--- config.mk ---
export PLATFORM = sky130hd
export DESIGN_NAME = ring_router_demux
export DESIGN_NICKNAME = d
export VERILOG_FILES = /design/src/rtl/dii_pkg.sv /design/src/rtl/dii_out_reg.sv /design/src/rtl/ring_router_demux.sv
export SDC_FILE = /design/constraint.sdc
export NUM_CORES = 1
export LEC_CHECK = 0
export ABC_AREA = 1
export BUFFER_PORTS_ARGS = -buffer_cell sky130_fd_sc_hd__buf_4
export CORE_ASPECT_RATIO = 0.6
export CORE_MARGIN = 2
export CORE_UTILIZATION = 55
export DETAILED_ROUTE_END_ITERATION = 16
export MAX_ROUTING_LAYER = met4
export PLACE_DENSITY = 0.86
export SYNTH_ARGS = -nofsm -noshare
export SYNTH_HDL_FRONTEND = slang
export SYNTH_SLANG_ARGS = --single-unit
--- constraint.sdc ---
create_clock -name clk -period 3 [get_ports clk]
set_input_delay 0.3 -clock clk [delete_from_list [all_inputs] [get_ports clk]]
set_output_delay 0.3 -clock clk [all_outputs]
set_load 0.1 [all_outputs]
--- src/rtl/dii_pkg.sv ---
// Shared types and constants for the debug-ring (DII) router blocks.
package dii_pkg;

  localparam int DII_DATA_WIDTH = 16;
  localparam int DEST_MSB       = 15;
  localparam int DEST_LSB       = 0;

  typedef struct packed {
    logic [DII_DATA_WIDTH-1:0] data;
    logic                      first;
    logic                      last;
    logic                      valid;
  } dii_flit_t;

  typedef enum logic [1:0] {
    NOWORM     = 2'd0,
    WORM_LOCAL = 2'd1,
    WORM_RING  = 2'd2
  } router_state_e;

endpackage

--- src/rtl/dii_out_reg.sv ---
// One-entry registered output stage; can_load is high when the slot is empty
// or is being drained this cycle, so a ready sink sustains one flit per cycle.
module dii_out_reg #(
  parameter int DATA_WIDTH = 16
) (
  input  logic                  clk,
  input  logic                  rst,
  input  logic                  load,
  input  logic [DATA_WIDTH-1:0] in_data,
  input  logic                  in_first,
  input  logic                  in_last,
  output logic                  can_load,
  output logic [DATA_WIDTH-1:0] out_data,
  output logic                  out_first,
  output logic                  out_last,
  output logic                  out_valid,
  input  logic                  out_ready
);

  assign can_load = !out_valid || out_ready;

  // Slot register: load wins over drain, drain empties the slot.
  always_ff @(posedge clk) begin
    if (rst) begin
      out_data  <= {DATA_WIDTH{1'b0}};
      out_first <= 1'b0;
      out_last  <= 1'b0;
      out_valid <= 1'b0;
    end else if (load) begin
      out_data  <= in_data;
      out_first <= in_first;
      out_last  <= in_last;
      out_valid <= 1'b1;
    end else if (out_valid && out_ready) begin
      out_valid <= 1'b0;
    end
  end

endmodule

--- src/rtl/ring_router_demux.sv ---
// Ingress half of a debug-ring router: steers each worm to the local module or
// onward along the ring, based on the destination in its head flit.
module ring_router_demux
  import dii_pkg::*;
#(
  parameter int DATA_WIDTH     = DII_DATA_WIDTH,
  parameter int DROP_CNT_WIDTH = 8
) (
  input  logic                      clk,
  input  logic                      rst,
  input  logic [15:0]               id,
  input  logic [DATA_WIDTH-1:0]     in_data,
  input  logic                      in_first,
  input  logic                      in_last,
  input  logic                      in_valid,
  output logic                      in_ready,
  output logic [DATA_WIDTH-1:0]     out_local_data,
  output logic                      out_local_first,
  output logic                      out_local_last,
  output logic                      out_local_valid,
  input  logic                      out_local_ready,
  output logic [DATA_WIDTH-1:0]     out_ring_data,
  output logic                      out_ring_first,
  output logic                      out_ring_last,
  output logic                      out_ring_valid,
  input  logic                      out_ring_ready,
  output logic [DROP_CNT_WIDTH-1:0] drop_count
);

  router_state_e state;
  router_state_e state_next;
  logic          dest_local;
  logic          can_load_local;
  logic          can_load_ring;
  logic          load_local;
  logic          load_ring;
  logic          drop;

  assign dest_local = (in_data[DEST_MSB:DEST_LSB] == id);

  // Next-state, handshake and load steering.
  always_comb begin
    state_next = state;
    in_ready   = 1'b0;
    load_local = 1'b0;
    load_ring  = 1'b0;
    drop       = 1'b0;
    case (state)
      NOWORM: begin
        if (in_valid && in_first) begin
          in_ready = dest_local ? can_load_local : can_load_ring;
          if (in_ready) begin
            load_local = dest_local;
            load_ring  = !dest_local;
            if (!in_last) begin
              state_next = dest_local ? WORM_LOCAL : WORM_RING;
            end else begin
              state_next = NOWORM;
            end
          end else begin
            state_next = NOWORM;
          end
        end else if (in_valid) begin
          // Orphan flit outside any worm: swallow it so the ring keeps moving.
          in_ready = 1'b1;
          drop     = 1'b1;
        end else begin
          in_ready = 1'b0;
        end
      end
      WORM_LOCAL: begin
        in_ready   = can_load_local;
        load_local = in_valid && can_load_local;
        if (load_local && in_last) begin
          state_next = NOWORM;
        end else begin
          state_next = WORM_LOCAL;
        end
      end
      WORM_RING: begin
        in_ready  = can_load_ring;
        load_ring = in_valid && can_load_ring;
        if (load_ring && in_last) begin
          state_next = NOWORM;
        end else begin
          state_next = WORM_RING;
        end
      end
      default: begin
        state_next = NOWORM;
      end
    endcase
  end

  // Worm lock state.
  always_ff @(posedge clk) begin
    if (rst) begin
      state <= NOWORM;
    end else begin
      state <= state_next;
    end
  end

  // Saturating orphan-flit counter.
  always_ff @(posedge clk) begin
    if (rst) begin
      drop_count <= {DROP_CNT_WIDTH{1'b0}};
    end else if (drop && (drop_count != {DROP_CNT_WIDTH{1'b1}})) begin
      drop_count <= drop_count + {{(DROP_CNT_WIDTH-1){1'b0}}, 1'b1};
    end
  end

  dii_out_reg #(.DATA_WIDTH(DATA_WIDTH)) u_local (
    .clk       (clk),
    .rst       (rst),
    .load      (load_local),
    .in_data   (in_data),
    .in_first  (in_first),
    .in_last   (in_last),
    .can_load  (can_load_local),
    .out_data  (out_local_data),
    .out_first (out_local_first),
    .out_last  (out_local_last),
    .out_valid (out_local_valid),
    .out_ready (out_local_ready)
  );

  dii_out_reg #(.DATA_WIDTH(DATA_WIDTH)) u_ring (
    .clk       (clk),
    .rst       (rst),
    .load      (load_ring),
    .in_data   (in_data),
    .in_first  (in_first),
    .in_last   (in_last),
    .can_load  (can_load_ring),
    .out_data  (out_ring_data),
    .out_first (out_ring_first),
    .out_last  (out_ring_last),
    .out_valid (out_ring_valid),
    .out_ready (out_ring_ready)
  );

endmodule

==> results by group <==
Status
  – Status: complete, no violations

Floorplanning
  – Chip Width: 93.9 microns
  – IO Pins: 86
  – Core Footprint: 4610 sq um
  – Starting Density: 57.8%
  – Die height: 57.9 microns
  – DIE AREA: 5440 sq um
  – Core Rows: 19

Layout
  – Total inserted antenna cells: 0
  – Fill count: 361
  – Layout cell share with drive strength beyond 1: 24.5%
  – Area Growth Syn to Fin: 30.0%
  – Most frequent cells in the layout: 91 x nand2_1, 88 x buf_4, 68 x nor2_1, 65 x inv_1, 48 x dfxtp_1
  – Sequential cell area: 961 sq um
  – Post-Layout Cell Count: 561
  – Area of the multi-input gates: 1310 sq um
  – Final instance area: 3460 sq um
  – Most common cell after layout, fill and taps aside: nand2_1
  – Layout Nets: 537

Placed design
  – Dpl cell area: 3300 sq um
  – Dpl hpwl: 5170 microns
  – Number of buffers added on ports: 85
  – GP Congestion: 0.893
  – Inst Count DP: 553

Timing
  – Fin crit share: 65.5%
  – Fin. Hold Viols: 0
  – Total negative setup slack: 0 ps
  – # setup viols final: 0
  – Fmax: 509 MHz
  – Clock Skew: 7.99 ps
  – Slew Viols, Final: 0
  – Tmin final: 1970 ps
  – Worst-margin pin slew: 858 ps
  – Rel. slew slack: 42.8%
  – Worst Hold Slack: 214 ps
  – RSZ-0062 raised after global routing: no

Clock network
  – Number of hold buffers added after CTS: 0
  – # resized after CTS: 0
  – Setup Fix Bufs, Post-CTS: 0
  – Clk buf depth: 2
  – Reg clk slew, reported paths: 90 ps
  – CTS tree: done
  – Clk_lat worst skew: 310 ps
  – CTS Buf Count: 5
  – CTS H-tree depth: 2
  – Clock sinks: 48
  – Root buffer cell: clkbuf_8

Global route
  – Largest net degree at the start of global routing: 38
  – Vias in the first global route: 2399
  – GRT overflow: 0
  – First-pass GRT wire length: 11100 microns
  – Initial antenna violation count: 0
  – GR Util All Layers: 27.0%

Synthesis
  – Mapped cell area: 2670 sq um
  – Syn Area/Cell: 6.36 sq um
  – Post-Synthesis Net Count: 459
  – Synth cell types: 28
  – Seq/Total Area, Yosys: 36.1%
  – Yosys reg bits: 48
  – Ys Warns: 0
  – Syn Inst Count: 419

Worst setup path
  – CP cell instances: buf_4 -> nand2_1 -> nand2_1 -> nor2_1 -> nand2_1 -> nor2_4 -> nand3_1 -> nand3_1 -> nand2_1 -> nand3_1 -> buf_4
  – CP Max Fanout: 4
  – WP buf/inv: 2
  – Critical Path Most Common Cell: nand2_1
  – Crit end category: output port
  – CP startpoint kind: primary input
  – CP max stage cell: buf_4
  – Worst setup path category: primary input to output port
  – Critical path's top delay family: simple AND/OR/NAND/NOR gates
  – CP peak stage delay: 300 ps
  – Critical path data arrival time: 1670 ps
  – Worst path required time: 2700 ps

Route
  – Antenna Violating Nets Remaining: 0
  – DRC Markers: 0
  – Drt first pass iters: 5
  – Vias per cell: 5.02
  – Wire per inst: 12.7 microns
  – DRC violation total after the first TritonRoute iteration: 292
  – Total wire length: 7120 microns
  – Vias: 2817

Power and ir drop
  – P_leak: 1.91 nW
  – VDD IR-drop max: 0.392 mV
  – Pwr dens: 499 nW/um^2

Flow run
  – Max-cap violation count: 0

Min path
  – Hold WC Path Type: primary input to flop
==> worst paths after layout <==
check,start,slack [ps],end,depth (start not counted)
min,rst,210,drop_count[7],2
min reg2reg,u_ring.out_first,490,u_ring.out_first,2
max,in_data[2],1030,in_ready,11
max reg2reg,state[0],1060,u_local.out_data[13],6
==> state kept, by name, indices dropped and copies added (netlist names) <==
name,count
drop_count,8
u_ring.out_first,1
u_local.out_data,16
state,2
u_local.out_first,1
u_ring.out_valid,1
u_ring.out_data,16
u_local.out_last,1
u_local.out_valid,1
u_ring.out_last,1
==> cell usage after synthesis <==
cell,number,area (sq um)
ha_1,1,12.5
nor2_4,2,22.5
xnor2_1,2,17.5
nor2_2,2,12.5
buf_6,4,45.0
buf_1,1,3.75
o21ai_1,6,30.0
xor2_1,3,26.3
nor3_1,2,10.0
nor4_1,2,12.5
inv_1,65,244
buf_2,2,10.0
clkinv_1,5,18.8
nand3_2,10,100
inv_2,8,30.0
clkbuf_1,9,33.8
nand3b_1,1,7.51
nand3_4,1,17.5
nand3_1,35,175
nand2_1,91,342
nand4_1,1,6.26
nand2_2,2,12.5
o21ai_0,3,15.0
a21oi_1,43,215
nor2_1,68,255
dfxtp_1,48,961
nand4_4,1,21.3
buf_4,1,7.51
==> per-layer routing <==
layer	GRT usage [%]	part of all wire (%)	vias to the layer above
li1	-	-	1437
met1	37.9	46	1248
met2	39.6	44	126
met3	7.80	9.5	6
met4	4.35	0.72	0
met5	-	0	-
==> cells by family (layout without fill, tap and decap cells) <==
kind of cell,after synthesis,after routing,synth area share [%]
DFF,48,48,36.1
AOI/OAI and AO/OA,52,52,9.77
adders and majority gates,1,1,0.469
and+or+nand+nor,218,218,37.3
xor gates and xnor gates,5,5,1.64
buffers and inverters,95,174,14.7
==> area by class of cell <==
| class | count | share of cell area, % |
|---|---|---|
| Clock buffer | 5 | 1.99 |
| Inverter | 78 | 8.45 |
| Timing Repair Buffer | 88 | 19.1 |
| Multi-Input combinational cell | 276 | 37.9 |
| Tap cell | 63 | 2.28 |
| Sequential cell | 48 | 27.7 |
| Clock inverter | 3 | 2.60 |
==> metrics by stage <==
stage | setup WS [ps] | util [%] | total power [W]
final | 1030 | 75.1 | 0.00173
after global routing | 881 | 75.1 | 0.00179
after detailed placement | 1010 | 71.6 | 0.00109
after global placement | 1050 | 71.6 | 0.00108
after CTS | 1020 | 75.1 | 0.00173
after floorplan | 506 | - | 0.000978
==> power by group <==
group          switching, W  internal, W
sequential        0.0000145     0.000661
clock              0.000228     0.000417
combinational      0.000300     0.000107
(Power assumes the default switching activity.)
